[config.mk]
export PLATFORM = sky130hd
export DESIGN_NAME = instruction_fetch_queue
export DESIGN_NICKNAME = d
export VERILOG_FILES = /design/src/rtl/instruction_fetch_queue.sv
export SDC_FILE = /design/constraint.sdc
export NUM_CORES = 1
export LEC_CHECK = 0
export CAP_MARGIN = 30
export CORE_MARGIN = 4
export CORE_UTILIZATION = 60
export CTS_CLUSTER_SIZE = 8
export DETAILED_ROUTE_END_ITERATION = 10
export PLACE_DENSITY = 0.86
export SLEW_MARGIN = 20
export SYNTH_ARGS = -nofsm -noshare
export SYNTH_HDL_FRONTEND = slang
export SYNTH_SLANG_ARGS = --single-unit
[constraint.sdc]
create_clock -name clk -period 9.1 [get_ports clk]
set_input_delay 1.82 -clock clk [delete_from_list [all_inputs] [get_ports clk]]
set_output_delay 1.82 -clock clk [all_outputs]
set_load 0.02 [all_outputs]
[src/rtl/instruction_fetch_queue.sv]
// Decoupled instruction-fetch front end: sequential word fetches into a
// DEPTH-entry prefetch FIFO, valid/ready hand-off to decode, redirect flush.
module instruction_fetch_queue #(
  parameter int unsigned DEPTH    = 4,
  parameter logic [31:0] RESET_PC = 32'h0000_0000
) (
  input  logic        clk,
  input  logic        rst_n,
  output logic        imem_req_valid,
  output logic [31:0] imem_req_addr,
  input  logic        imem_req_ready,
  input  logic        imem_resp_valid,
  input  logic [31:0] imem_resp_data,
  input  logic        redirect_valid,
  input  logic [31:0] redirect_pc,
  output logic        inst_valid,
  output logic [31:0] inst_data,
  output logic [31:0] inst_pc,
  output logic [31:0] inst_pc_plus4,
  input  logic        inst_ready
);

  localparam int unsigned AW = $clog2(DEPTH);
  localparam int unsigned CW = AW + 1;
  localparam int unsigned SW = CW + 1;

  logic          run_q, run_d;
  logic [31:0]   fetch_pc_q, fetch_pc_d;
  logic [31:0]   resp_pc_q, resp_pc_d;
  logic [CW-1:0] count_q, count_d;
  logic [CW-1:0] outst_q, outst_d;
  logic [CW-1:0] drop_q, drop_d;
  logic [AW-1:0] rd_ptr_q, rd_ptr_d;
  logic [AW-1:0] wr_ptr_q, wr_ptr_d;
  logic [31:0]   fifo_data_q [DEPTH];
  logic [31:0]   fifo_pc_q   [DEPTH];

  logic          credit_ok;
  logic          req_fire;
  logic          push;
  logic          pop;
  logic [31:0]   redirect_base;

  // Credit covers both buffered and in-flight fetches so a push never overflows.
  assign credit_ok      = (SW'(count_q) + SW'(outst_q)) < SW'(DEPTH);
  assign imem_req_valid = run_q && !redirect_valid && credit_ok;
  assign imem_req_addr  = fetch_pc_q;
  assign req_fire       = imem_req_valid && imem_req_ready;

  assign inst_valid     = (count_q != '0);
  assign inst_data      = fifo_data_q[rd_ptr_q];
  assign inst_pc        = fifo_pc_q[rd_ptr_q];
  assign inst_pc_plus4  = inst_pc + 32'd4;
  assign pop            = inst_valid && inst_ready;

  assign push           = imem_resp_valid && !redirect_valid && (drop_q == '0);
  assign redirect_base  = redirect_pc & ~32'h0000_0003;

  // Next-state: redirect overrides all other bookkeeping in its cycle.
  always_comb begin
    run_d      = 1'b1;
    fetch_pc_d = fetch_pc_q;
    resp_pc_d  = resp_pc_q;
    count_d    = count_q;
    outst_d    = outst_q;
    drop_d     = drop_q;
    rd_ptr_d   = rd_ptr_q;
    wr_ptr_d   = wr_ptr_q;

    if (redirect_valid) begin
      count_d    = '0;
      rd_ptr_d   = '0;
      wr_ptr_d   = '0;
      fetch_pc_d = redirect_base;
      resp_pc_d  = redirect_base;
      outst_d    = outst_q - CW'(imem_resp_valid);
      drop_d     = outst_q - CW'(imem_resp_valid);
    end else begin
      if (req_fire) begin
        fetch_pc_d = fetch_pc_q + 32'd4;
      end
      outst_d = outst_q + CW'(req_fire) - CW'(imem_resp_valid);
      if (imem_resp_valid && (drop_q != '0)) begin
        drop_d = drop_q - CW'(1);
      end
      if (push) begin
        resp_pc_d = resp_pc_q + 32'd4;
        wr_ptr_d  = wr_ptr_q + AW'(1);
      end
      if (pop) begin
        rd_ptr_d = rd_ptr_q + AW'(1);
      end
      count_d = count_q + CW'(push) - CW'(pop);
    end
  end

  always_ff @(posedge clk or negedge rst_n) begin
    if (!rst_n) begin
      run_q      <= 1'b0;
      fetch_pc_q <= RESET_PC;
      resp_pc_q  <= RESET_PC;
      count_q    <= '0;
      outst_q    <= '0;
      drop_q     <= '0;
      rd_ptr_q   <= '0;
      wr_ptr_q   <= '0;
    end else begin
      run_q      <= run_d;
      fetch_pc_q <= fetch_pc_d;
      resp_pc_q  <= resp_pc_d;
      count_q    <= count_d;
      outst_q    <= outst_d;
      drop_q     <= drop_d;
      rd_ptr_q   <= rd_ptr_d;
      wr_ptr_q   <= wr_ptr_d;
    end
  end

  // Storage is reset so the head fields read zero while the queue is in reset.
  always_ff @(posedge clk or negedge rst_n) begin
    if (!rst_n) begin
      fifo_data_q <= '{default: '0};
      fifo_pc_q   <= '{default: '0};
    end else if (push) begin
      fifo_data_q[wr_ptr_q] <= imem_resp_data;
      fifo_pc_q[wr_ptr_q]   <= resp_pc_q;
    end
  end

endmodule

==> flow_summary.toml <==
[global_route]
grt_start_max_net_pins = 135
grt_antenna_before_repair = 0
globalRouteTotalUtil_pct = 26.0
wire_length_of_the_first_global_routing_pass_um = 59900
grt_overflow = 0
vias_in_the_first_global_route = 11200

[worst_setup_path]
worstSetupPathType = "reg -> out"
worst-path-max-fanout = 33
setup.worst_path.end_class = "output port"
worstPathArrival_ns = 3.85
reg2reg_depth = 11
critPathLaunchType = "flop"
rr_endpoint = "outst_q[2]"
timing.rr.start = "outst_q[2]"
setup.reg_to_reg.worst_slack_ns = 5.23
critPathRequiredTime_ns = 7.28

[logic_synthesis]
yosys.area_share.xor_xnor_pct = 3.88
synth_ff_type = "sky130_fd_sc_hd__dfrtp_1"
synth_cell_types = 62
postSynthRegisterBits = 322
mux_share_of_post_synthesis_cell_area_pct = 27.1
yosys.area_share.adder_pct = 1.62
yosys_warnings = 0
dominant_combinational_cell_family_by_area_after_synthesis = "multiplexers"
syn_area_um2 = 15600
syn_avg_cell_area_um2 = 13.4
syn-instance-count = 1161
synth-seq-area-share_pct = 51.7
complex_gate_fraction_of_the_synthesized_area_pct = 3.80
synth_enable_flop_cells = 0
simple_gate_share_of_the_synthesized_area_pct = 8.62
synthArstFlopShare_pct = 100

[placement]
detailed_place_hpwl_um = 23400
place.gp.congestion = 0.834
numPortBuffers = 191
placed_area_um2 = 17600

[min_path]
hold_depth = 2
holdCritPathClass = "reg -> reg"
worst_hold_path.endpoint = "fifo_pc_q[120]"
hold_path.startpoint = "fifo_pc_q[120]"

[timing]
max_freq_mhz = 176
slew_viol_final = 0
slew-limit-headroom_pct = 42.2
final.setup.tns_ns = 0
period_needed_ns = 5.67
finalSetupViolCount = 0
finClkSkew_ns = 0.0235
report.final.hold_viol_count = 0
setup_repair_after_global_routing_missed_its_margin = "false"
tightestPinTransition_ns = 0.864
period_share_pct = 62.3

[die]
core_footprint_um2 = 25400
core.rowCount = 58
die_width_um = 169
initial_utilization_pct = 61.4
ios = 200
die_height_um = 169
floorplan.die_area_um2 = 28600

[drt]
post_drt_via_cell_ratio = 6.22
drt_wirelength_um = 36900
dr_total_vias = 10400
drt.antenna.violating_nets = 0
drt_drc_violations_left = 0
drt_iter0_markers = 749
wire_per_inst_um = 22.0
drt_first_pass_iters = 5

[cells_and_area]
multiInputGateArea_um2 = 7060
fillers = 1557
drive_above_1_share_pct = 30.0
combined_flip_flop_and_latch_cell_area_um2 = 8060
post-route-cell-area_um2 = 18900
num-nets-final = 1432
antenna_cells_inserted = 0
area_growth_syn_to_layout_pct = 21.4

[clocking]
clk_latency_ns = 0.54
clock_sink_count = 322
numCtsBuffers = 46
cts_repair_resize_count = 0
clkSlewWorstSetupHoldPaths_ns = 0.05
post_cts_hold_buffer_count = 0
cts.path.max_buffers = 3
h-tree-depth = 2
post-cts-setup-buffers = 0
master_cell_of_the_clock_root_buffer = "sky130_fd_sc_hd__clkbuf_16"
cts_tree = "done"

[power]
power.net_switching_mw = 1.92
power-per-cell-area_nw_per_um2 = 302
combPwrFrac_pct = 39.3
power_share_of_the_clock_group_pct = 26.0
seqPwrFrac_pct = 34.7
netSwitchingFraction_pct = 33.6
p_int_mw = 3.80
vdd.ir_drop.worst_mv = 0.193
power_leakage_nw = 8.40

[status]
run_status = "finished, final reports clean"

[flow_run]
timing.max_cap.violations = 0
-- registers in the layout, indices dropped and copies added (netlist names), 3 cells and up --
| register | flops |
|---|---|
| drop_q | 3 |
| resp_pc_q | 30 |
| imem_req_addr | 30 |
| count_q | 3 |
| fifo_pc_q | 120 |
| fifo_data_q | 128 |
| outst_q | 3 |
-- synth_stat cells (all sizes together) (2+ instances only) --
| library cell | n | area, um2 |
|---|---|---|
| dfrtp | 322 | 8060 |
| mux2 | 250 | 2820 |
| nand2 | 74 | 278 |
| mux4 | 62 | 1400 |
| buf | 55 | 324 |
| o21ai | 48 | 240 |
| xnor2 | 43 | 377 |
| nand3 | 36 | 200 |
| nor2 | 29 | 119 |
| nand4 | 28 | 209 |
| xor2 | 26 | 228 |
| inv | 25 | 93.8 |
| clkbuf | 21 | 82.6 |
| ha | 17 | 213 |
| nor3 | 14 | 85.1 |
| nor4 | 14 | 130 |
| o311ai | 14 | 123 |
| and3 | 13 | 82.6 |
| a21oi | 10 | 50.1 |
| o211ai | 9 | 67.6 |
| and2 | 7 | 43.8 |
| or4 | 6 | 48.8 |
| a31oi | 4 | 25.0 |
| and4 | 4 | 35.0 |
| nand2b | 3 | 18.8 |
| a211o | 2 | 17.5 |
| a41oi | 2 | 17.5 |
| and3b | 2 | 17.5 |
| conb | 2 | 7.51 |
| fa | 2 | 40.0 |
| nand3b | 2 | 15.0 |
| nand4b | 2 | 17.5 |
| o31a | 2 | 17.5 |
| or3 | 2 | 12.5 |
-- per-layer routing --
metal | routed length, um | up-vias | global-route usage, % | part of all wire (%)
met3 | 2400 | 65 | 5.10 | 6.5
met2 | 18400 | 366 | 43.5 | 50
met1 | 15300 | 5395 | 35.5 | 41
met5 | 0 | - | 0 | 0
met4 | 754 | 0 | 7.18 | 2.0
li1 | - | 4600 | - | -
-- worst max-delay path by stage --
stage / from / to / depth (start not counted)
2_1_floorplan: redirect_valid / imem_req_valid / 3
3_3_place_gp: redirect_valid / outst_q[2] / 12
3_5_place_dp: redirect_valid / outst_q[2] / 12
4_1_cts: rd_ptr_q[0] / inst_pc_plus4[24] / 7
5_1_grt: rd_ptr_q[0] / inst_pc_plus4[24] / 8
6_report: rd_ptr_q[0] / inst_pc_plus4[24] / 8
-- final cells by class --
type / instances / share of cell area, %
clock buffer: 47 / 6.10
multi-input combinational: 743 / 37.3
tap: 330 / 2.18
inverter: 25 / 0.496
sequential: 322 / 42.6
timing repair buffer: 205 / 11.0
clock inverter: 4 / 0.357
-- power groups by stage --
stage	Sequential [mW]	Clock (mW)	Combinational, mW
5_1_grt	2.02	1.57	2.39
4_1_cts	1.98	1.51	2.26
6_report	1.98	1.49	2.25
3_3_place_gp	1.97	0	2.17
3_5_place_dp	1.99	0	2.24
2_1_floorplan	1.91	0	1.40
-- per-stage QoR --
step	util [%]	power, mW	setup slack (ns)	instances	hold WS [ns]
global placement	69.3	4.14	3.64	1621	0.458
detailed placement	69.5	4.23	3.56	1623	0.470
floorplan	-	3.31	4.77	1166	0.445
CTS	74.3	5.74	3.15	1674	0.484
finish	74.5	5.72	3.43	1676	0.482
global route	74.5	5.98	3.18	1676	0.506
-- cell families (layout without fill, tap and decap cells) --
group | after synthesis | in the layout
other cells | 2 | 7
xor+xnor | 69 | 69
compound gates | 95 | 95
mux | 313 | 313
fa+ha+maj | 19 | 19
buf+inv | 101 | 281
flops | 322 | 322
simple gates | 240 | 240
-- layout by cell type (no fill, tap or decap), types with 10 or more instances in the layout --
master	synthesis	layout
sky130_fd_sc_hd__dfrtp_1	322	320
sky130_fd_sc_hd__mux2_2	250	250
sky130_fd_sc_hd__clkdlybuf4s50_1	0	189
sky130_fd_sc_hd__nand2_1	74	70
sky130_fd_sc_hd__mux4_2	60	60
sky130_fd_sc_hd__o21ai_0	47	47
sky130_fd_sc_hd__clkbuf_16	0	46
sky130_fd_sc_hd__xnor2_1	43	43
sky130_fd_sc_hd__nand3_1	32	32
sky130_fd_sc_hd__nor2_1	27	27
sky130_fd_sc_hd__xor2_1	26	26
sky130_fd_sc_hd__nand4_1	24	24
sky130_fd_sc_hd__inv_1	22	22
sky130_fd_sc_hd__ha_1	17	17
sky130_fd_sc_hd__and3_1	12	12
sky130_fd_sc_hd__nor3_1	11	11
sky130_fd_sc_hd__o311ai_0	11	11
sky130_fd_sc_hd__buf_4	9	11
sky130_fd_sc_hd__nor4_1	10	10
sky130_fd_sc_hd__a21oi_1	10	10
-- worst max-delay path: stages, from the launching register on --
cell                              delay, ns
sky130_fd_sc_hd__dfrtp_4               0.66
sky130_fd_sc_hd__buf_4                 0.39
sky130_fd_sc_hd__buf_16                0.31
sky130_fd_sc_hd__mux4_2                0.65
sky130_fd_sc_hd__and2_1                0.23
sky130_fd_sc_hd__and3_1                0.19
sky130_fd_sc_hd__nand3_1               0.09
sky130_fd_sc_hd__xnor2_1               0.13
sky130_fd_sc_hd__clkdlybuf4s50_1       0.64
No activity file was read; power rests on OpenSTA's default activity.
